`config.mk`:
```
export PLATFORM = sky130hd
export DESIGN_NAME = alu_cmd_seq
export DESIGN_NICKNAME = d
export VERILOG_FILES = /design/src/rtl/alu_seq_pkg.sv /design/src/rtl/btn_debounce.sv /design/src/rtl/alu_cmd_seq.sv
export SDC_FILE = /design/constraint.sdc
export NUM_CORES = 1
export LEC_CHECK = 0
export ABC_CLOCK_PERIOD_IN_PS = 3600
export BUFFER_PORTS_ARGS = -buffer_cell sky130_fd_sc_hd__buf_2
export CAP_MARGIN = 10
export CORE_MARGIN = 10
export CORE_UTILIZATION = 35
export DETAILED_ROUTE_END_ITERATION = 12
export PLACE_DENSITY = 0.63
export SETUP_SLACK_MARGIN = 0.4
export SKIP_LAST_GASP = 1
export SYNTH_ARGS = -nofsm -noshare
export SYNTH_HDL_FRONTEND = slang
export SYNTH_SLANG_ARGS = --single-unit
```
`constraint.sdc`:
```
create_clock -name clk -period 3.6 [get_ports clk]
set_clock_uncertainty 0.1 [all_clocks]
set_input_delay 0.72 -clock clk [delete_from_list [all_inputs] [get_ports clk]]
set_output_delay 0.72 -clock clk [all_outputs]
set_load 0.01 [all_outputs]
```
`src/rtl/alu_seq_pkg.sv`:
```
// Shared types for the ALU command sequencer: FSM states, ALU opcodes and
// bit positions of the captured flags.
package alu_seq_pkg;

   typedef enum logic [2:0] {
      S_GETA  = 3'd0,
      S_GETB  = 3'd1,
      S_GETOP = 3'd2,
      S_EXEC  = 3'd3,
      S_SHOW  = 3'd4
   } state_e;

   typedef enum logic [2:0] {
      OP_ADD = 3'b000,
      OP_SUB = 3'b001,
      OP_NOT = 3'b010,
      OP_AND = 3'b011,
      OP_OR  = 3'b100,
      OP_XOR = 3'b101,
      OP_MAX = 3'b110,
      OP_EQU = 3'b111
   } alu_op_e;

   // Flag vector layout is {carry, overflow, zero, max, equ}
   localparam int unsigned FLG_EQU   = 0;
   localparam int unsigned FLG_MAX   = 1;
   localparam int unsigned FLG_ZERO  = 2;
   localparam int unsigned FLG_OVF   = 3;
   localparam int unsigned FLG_CARRY = 4;
   localparam int unsigned FLG_W     = 5;

endpackage

```
`src/rtl/btn_debounce.sv`:
```
// Push-button conditioning: 2-flop synchronizer, stability counter and
// rising-edge detector producing a single-cycle press pulse.
module btn_debounce #(
   parameter int unsigned DB_CYCLES = 20000,
   parameter int unsigned DBW       = 16
) (
   input  logic clk,
   input  logic rst,
   input  logic i_btn,
   output logic o_press
);

   localparam logic [DBW-1:0] CNT_MAX = DBW'(DB_CYCLES - 1);

   logic           sync1_q, sync1_d;
   logic           sync2_q, sync2_d;
   logic           db_q, db_d;
   logic           db_prev_q, db_prev_d;
   logic [DBW-1:0] cnt_q, cnt_d;

   always_comb begin
      sync1_d   = i_btn;
      sync2_d   = sync1_q;
      db_d      = db_q;
      db_prev_d = db_q;
      cnt_d     = '0;
      // Any return to the accepted level restarts the stability window
      if (sync2_q != db_q) begin
         if (cnt_q == CNT_MAX) begin
            db_d = sync2_q;
         end else begin
            cnt_d = cnt_q + DBW'(1);
         end
      end
   end

   always_ff @(posedge clk or posedge rst) begin
      if (rst) begin
         sync1_q   <= 1'b0;
         sync2_q   <= 1'b0;
         db_q      <= 1'b0;
         db_prev_q <= 1'b0;
         cnt_q     <= '0;
      end else begin
         sync1_q   <= sync1_d;
         sync2_q   <= sync2_d;
         db_q      <= db_d;
         db_prev_q <= db_prev_d;
         cnt_q     <= cnt_d;
      end
   end

   assign o_press = db_q & ~db_prev_q;

endmodule

```
`src/rtl/alu_cmd_seq.sv`:
```
// Operator command sequencer: loads A, B and opcode from switches on button
// presses, presents them to the ALU, then captures result and flags.
module alu_cmd_seq
   import alu_seq_pkg::*;
#(
   parameter int unsigned DB_CYCLES = 20000,
   parameter int unsigned DBW       = 16,
   parameter int unsigned CNTW      = 8
) (
   input  logic            clk,
   input  logic            rst,
   input  logic            i_btn,
   input  logic [3:0]      i_sw,
   input  logic [3:0]      i_result,
   input  logic            i_carry,
   input  logic            i_overflow,
   input  logic            i_zero,
   input  logic            i_max,
   input  logic            i_equ,
   output logic [3:0]      o_a,
   output logic [3:0]      o_b,
   output logic [2:0]      o_op,
   output logic [3:0]      o_res_q,
   output logic [4:0]      o_flags_q,
   output logic [2:0]      o_state,
   output logic            o_done,
   output logic [CNTW-1:0] o_cnt
);

   logic press;

   btn_debounce #(
      .DB_CYCLES (DB_CYCLES),
      .DBW       (DBW)
   ) u_debounce (
      .clk     (clk),
      .rst     (rst),
      .i_btn   (i_btn),
      .o_press (press)
   );

   state_e            state_q, state_d;
   logic [3:0]        a_q, a_d;
   logic [3:0]        b_q, b_d;
   logic [2:0]        op_q, op_d;
   logic [3:0]        res_q, res_d;
   logic [FLG_W-1:0]  flags_q, flags_d;
   logic [CNTW-1:0]   cnt_q, cnt_d;

   always_comb begin
      state_d = state_q;
      a_d     = a_q;
      b_d     = b_q;
      op_d    = op_q;
      res_d   = res_q;
      flags_d = flags_q;
      cnt_d   = cnt_q;
      unique case (state_q)
         S_GETA: begin
            if (press) begin
               a_d     = i_sw;
               state_d = S_GETB;
            end
         end
         S_GETB: begin
            if (press) begin
               b_d     = i_sw;
               state_d = S_GETOP;
            end
         end
         S_GETOP: begin
            if (press) begin
               op_d    = i_sw[2:0];
               state_d = S_EXEC;
            end
         end
         // Operands were registered a full cycle ago, so the ALU output is settled
         S_EXEC: begin
            res_d                = i_result;
            flags_d[FLG_CARRY]   = i_carry;
            flags_d[FLG_OVF]     = i_overflow;
            flags_d[FLG_ZERO]    = i_zero;
            flags_d[FLG_MAX]     = i_max;
            flags_d[FLG_EQU]     = i_equ;
            cnt_d                = cnt_q + CNTW'(1);
            state_d              = S_SHOW;
         end
         S_SHOW: begin
            if (press) begin
               state_d = S_GETA;
            end
         end
         default: state_d = S_GETA;
      endcase
   end

   always_ff @(posedge clk or posedge rst) begin
      if (rst) begin
         state_q <= S_GETA;
         a_q     <= '0;
         b_q     <= '0;
         op_q    <= '0;
         res_q   <= '0;
         flags_q <= '0;
         cnt_q   <= '0;
      end else begin
         state_q <= state_d;
         a_q     <= a_d;
         b_q     <= b_d;
         op_q    <= op_d;
         res_q   <= res_d;
         flags_q <= flags_d;
         cnt_q   <= cnt_d;
      end
   end

   assign o_a       = a_q;
   assign o_b       = b_q;
   assign o_op      = op_q;
   assign o_res_q   = res_q;
   assign o_flags_q = flags_q;
   assign o_state   = state_q;
   assign o_done    = (state_q == S_SHOW);
   assign o_cnt     = cnt_q;

endmodule

```
==> metrics.txt <==
# TYPE chip_impl_metric gauge
chip_impl_metric{name="setup-violations-final",unit=""} 0
chip_impl_info{name="critPathCaptureType",value="flop"} 1
chip_impl_metric{name="number_of_gates_resized_after_cts",unit=""} 0
chip_impl_metric{name="syn-cell-area",unit="sq um"} 2170
chip_impl_info{name="outcome",value="finished, final reports clean"} 1
chip_impl_metric{name="cts.path.max_buffers",unit=""} 2
chip_impl_metric{name="placed_standard_cell_area",unit="sq um"} 2470
chip_impl_metric{name="switching_share",unit="%"} 21.0
chip_impl_metric{name="p_leak",unit="nW"} 1.22
chip_impl_metric{name="post-route-cell-area",unit="sq um"} 2580
chip_impl_metric{name="insertion_delay",unit="ns"} 0.30
chip_impl_metric{name="area_delta_synth_final",unit="%"} 18.8
chip_impl_metric{name="placedCellCount",unit=""} 317
chip_impl_info{name="synth_top_area_cell",value="sky130_fd_sc_hd__dfrtp_1"} 1
chip_impl_info{name="cts_root_buf",value="sky130_fd_sc_hd__clkbuf_8"} 1
chip_impl_metric{name="start_util",unit="%"} 36.4
chip_impl_info{name="synth_flop_cell",value="sky130_fd_sc_hd__dfrtp_1"} 1
chip_impl_info{name="synth_most_common_cell",value="sky130_fd_sc_hd__dfrtp_1"} 1
chip_impl_metric{name="place.gp.congestion",unit=""} 0.789
chip_impl_info{name="min_path_type",value="reg -> reg"} 1
chip_impl_metric{name="seqPwrFrac",unit="%"} 57.4
chip_impl_metric{name="netSwitchingPower",unit="mW"} 0.215
chip_impl_metric{name="finalWorstPathRequiredPeriod",unit="ns"} 2.11
chip_impl_metric{name="antenna-diode-count",unit=""} 0
chip_impl_metric{name="final.setup.tns",unit="ns"} 0
chip_impl_metric{name="synth_async_sr_flop_share",unit="%"} 100
chip_impl_metric{name="layout.cells.non_filler",unit=""} 325
chip_impl_metric{name="fin_nets",unit=""} 267
chip_impl_metric{name="power.density",unit="nW/um^2"} 396
chip_impl_info{name="grt_setup_unrepaired",value="no"} 1
chip_impl_metric{name="yosys.area_share.xor_xnor",unit="%"} 8.88
chip_impl_metric{name="global_route.usage.total",unit="%"} 9.11
chip_impl_metric{name="boundaryPins",unit=""} 48
chip_impl_metric{name="filler_cell_count",unit=""} 606
chip_impl_metric{name="floorplan.core_area",unit="sq um"} 5960
chip_impl_metric{name="route.final.wire_length",unit="microns"} 4350
chip_impl_metric{name="timing.final.ws_setup",unit="ns"} 1.49
chip_impl_metric{name="routedLengthMet1",unit="microns"} 2080
chip_impl_info{name="top_post_synthesis_cells_by_area",value="sky130_fd_sc_hd__dfrtp_1 59%, sky130_fd_sc_hd__xnor2_1 7.7%, sky130_fd_sc_hd__nand2_1 6.6%, sky130_fd_sc_hd__mux2_2 6.2%, sky130_fd_sc_hd__nor2_1 3.8%"} 1
chip_impl_info{name="worst-setup-path-type",value="reg -> reg"} 1
chip_impl_metric{name="fin_crit_sh",unit="%"} 58.7
chip_impl_metric{name="synth-adder-area-share",unit="%"} 1.15
chip_impl_info{name="cts_tree",value="built"} 1
chip_impl_metric{name="pre_cts_slack",unit="ns"} 1.50
chip_impl_metric{name="area.sequential",unit="sq um"} 1280
chip_impl_metric{name="post_synth_num_cell_types",unit=""} 27
chip_impl_metric{name="relSlewSlack",unit="%"} 60.0
chip_impl_metric{name="layout.core_utilization",unit="%"} 43.3
chip_impl_metric{name="chipHeight",unit="microns"} 98.8
chip_impl_metric{name="drive_gt1_share",unit="%"} 28.8
chip_impl_metric{name="grt_start_max_net_pins",unit=""} 31
chip_impl_metric{name="synth-warning-count",unit=""} 0
chip_impl_metric{name="synthMuxAreaShare",unit="%"} 6.22
chip_impl_info{name="setup.worst_path.start_class",value="flop"} 1
chip_impl_metric{name="drt_first_pass_iters",unit=""} 4
chip_impl_metric{name="synth_fp_nets",unit=""} 216
chip_impl_metric{name="post-cts-setup-buffers",unit=""} 0
chip_impl_metric{name="seq_total_area_yosys",unit="%"} 58.8
chip_impl_metric{name="route.detailed.vias_per_inst",unit=""} 4.58
chip_impl_metric{name="grt_antenna_before_repair",unit=""} 0
chip_impl_metric{name="num_rows",unit=""} 28
chip_impl_metric{name="drt_iter0_markers",unit=""} 89
chip_impl_metric{name="synth-edff-count",unit=""} 0
chip_impl_metric{name="number_of_max_cap_violations",unit=""} 0
chip_impl_metric{name="fmax",unit="MHz"} 473
chip_impl_metric{name="netlist_instances",unit=""} 198
chip_impl_metric{name="die_area",unit="sq um"} 9750
chip_impl_info{name="synth_commonest_cells",value="51 x sky130_fd_sc_hd__dfrtp_1, 38 x sky130_fd_sc_hd__nand2_1, 22 x sky130_fd_sc_hd__nor2_1"} 1
chip_impl_metric{name="ctsHtreeMaxLevel",unit=""} 2
chip_impl_metric{name="clock_power_share",unit="%"} 38.7
chip_impl_metric{name="synth_compound_area_share",unit="%"} 0.519
chip_impl_metric{name="clk_pin_slew_worst_paths",unit="ns"} 0.09
chip_impl_metric{name="num_vias",unit=""} 1488
chip_impl_metric{name="post_drt_wl_per_cell",unit="microns"} 13.4
chip_impl_metric{name="worst-endpoint-arrival",unit="ns"} 2.18
chip_impl_metric{name="synth_simple_gate_area_share",unit="%"} 21.3
chip_impl_info{name="synth_top_family_by_area",value="simple AND/OR/NAND/NOR gates"} 1
chip_impl_metric{name="drc_errors",unit=""} 0
chip_impl_metric{name="clkSinkCount",unit=""} 51
chip_impl_metric{name="actual_slew_at_the_worst_max_slew_pin",unit="ns"} 0.595
chip_impl_metric{name="report.final.slew_viol_count",unit=""} 0
chip_impl_metric{name="comb_power_share",unit="%"} 3.9
chip_impl_metric{name="worst-path-max-fanout",unit=""} 14
chip_impl_metric{name="cts_hold_repair.buffers",unit=""} 0
chip_impl_metric{name="yosysTopAreaCellShare",unit="%"} 58.8
chip_impl_metric{name="synth_area_per_cell",unit="sq um"} 11.0
chip_impl_metric{name="vdd_drop_max",unit="mV"} 0.226
chip_impl_metric{name="ys_seq_elements",unit=""} 51
chip_impl_metric{name="grt_first_pass_wirelength",unit="microns"} 7500
chip_impl_metric{name="hpwl",unit="microns"} 3250
chip_impl_metric{name="routed-wl-met3",unit="microns"} 238
chip_impl_metric{name="route.met2.wl",unit="microns"} 1970
chip_impl_metric{name="number_of_global_route_vias_before_repair",unit=""} 1526
chip_impl_info{name="dr.max_layer_used",value="met4"} 1
chip_impl_metric{name="portBuffers",unit=""} 47
chip_impl_metric{name="multi_input_comb_area",unit="sq um"} 826
chip_impl_metric{name="final_antenna_net_count",unit=""} 0
chip_impl_metric{name="timing_hold_violations_final",unit=""} 0
chip_impl_metric{name="cts_buffers",unit=""} 5
chip_impl_metric{name="globalRouteOverflowTotal",unit=""} 0
chip_impl_metric{name="critPathRequiredTime",unit="ns"} 3.67
chip_impl_metric{name="horizontal_extent_of_the_die",unit="microns"} 98.8
chip_impl_metric{name="p_int",unit="mW"} 0.806
through the flow:
step | hold WS, ns | power [mW]
after floorplan | 0.231 | 0.622
after global placement | 0.233 | 0.638
after detailed placement | 0.243 | 0.639
after CTS | 0.265 | 1.04
after global routing | 0.272 | 1.06
final | 0.261 | 1.02
sequential cells by signal, summed over array words and instances, names as in the netlist:
| signal | count |
|---|---|
| o_flags_q | 5 |
| o_state | 3 |
| o_op | 3 |
| o_b | 4 |
| o_a | 4 |
| u_debounce.db_prev_q | 1 |
| u_debounce.sync1_q | 1 |
| u_debounce.sync2_q | 1 |
| u_debounce.cnt_q | 16 |
| o_res_q | 4 |
| u_debounce.db_prev_d | 1 |
| o_cnt | 8 |
power by group through the flow:
stage / clock, mW / combinational [mW] / sequential, mW
finish: 0.395 / 0.0402 / 0.586
global route: 0.426 / 0.0464 / 0.587
CTS: 0.412 / 0.0418 / 0.586
detailed placement: 0 / 0.0416 / 0.597
global placement: 0 / 0.0413 / 0.597
floorplan: 0 / 0.0236 / 0.598
per-layer routing:
metal | up-vias | global-route usage (%)
li1 | 756 | -
met1 | 702 | 11.6
met2 | 26 | 13.8
met3 | 4 | 3.00
met4 | 0 | 3.64
met5 | - | 0
cell usage in the layout (no fill, tap or decap):
master / count
sky130_fd_sc_hd__a21oi_1: 1
sky130_fd_sc_hd__a31oi_1: 1
sky130_fd_sc_hd__and3b_1: 1
sky130_fd_sc_hd__buf_2: 47
sky130_fd_sc_hd__buf_4: 1
sky130_fd_sc_hd__bufinv_16: 1
sky130_fd_sc_hd__clkbuf_1: 1
sky130_fd_sc_hd__clkbuf_8: 5
sky130_fd_sc_hd__dfrtp_1: 51
sky130_fd_sc_hd__ha_1: 2
sky130_fd_sc_hd__inv_1: 7
sky130_fd_sc_hd__inv_2: 1
sky130_fd_sc_hd__inv_6: 1
sky130_fd_sc_hd__mux2_2: 12
sky130_fd_sc_hd__nand2_1: 38
sky130_fd_sc_hd__nand2b_1: 1
sky130_fd_sc_hd__nand3_1: 8
sky130_fd_sc_hd__nand3b_1: 1
sky130_fd_sc_hd__nand4_1: 6
sky130_fd_sc_hd__nor2_1: 22
sky130_fd_sc_hd__nor2_2: 2
sky130_fd_sc_hd__nor2b_1: 2
sky130_fd_sc_hd__nor3_1: 3
sky130_fd_sc_hd__nor3b_1: 1
sky130_fd_sc_hd__nor4_1: 6
sky130_fd_sc_hd__nor4_2: 2
sky130_fd_sc_hd__or2_1: 1
sky130_fd_sc_hd__or3_1: 2
sky130_fd_sc_hd__or4_1: 1
sky130_fd_sc_hd__xnor2_1: 19
sky130_fd_sc_hd__xor2_1: 3
path summary, 6_finish.rpt:
check / from / to / slack, ns / depth (start not counted)
setup / recovery: u_debounce.cnt_q[12] / u_debounce.cnt_q[3] / 1.49 / 4
hold / removal: u_debounce.sync1_q / u_debounce.sync2_q / 0.26 / 0
setup reg to reg: u_debounce.cnt_q[12] / u_debounce.cnt_q[3] / 1.49 / 4
hold reg to reg: u_debounce.sync1_q / u_debounce.sync2_q / 0.26 / 0
max in group asynchronous: rst / u_debounce.cnt_q[6] / 2.32 / 3
min in group asynchronous: rst / o_res_q[0] / 0.33 / 2
critical path: stages, from the launching register on:
cell and delay (ns):
sky130_fd_sc_hd__dfrtp_1 0.42, sky130_fd_sc_hd__or4_1 0.55, sky130_fd_sc_hd__nor4_2 0.31, sky130_fd_sc_hd__or2_1 0.49
sky130_fd_sc_hd__nor2_1 0.12
area by class of cell:
cell class                 instances  area share [%]
clock inverter                     2            1.50
clock buffer                       6            2.81
timing repair buffer              48            9.41
sequential                        51            49.5
tap                               75            3.64
multi-input combinational        135            32.0
inverter                           8            1.16
cells by family (layout without fill, tap and decap cells):
logic type,after synthesis,in the layout
adders and majority gates,2,2
muxes,12,12
xor gates and xnor gates,22,22
AOI/OAI and AO/OA,2,2
DFF,51,51
and+or+nand+nor,97,97
buffers and inverters,12,64
Note: power is estimated with default switching activity, not from simulation.
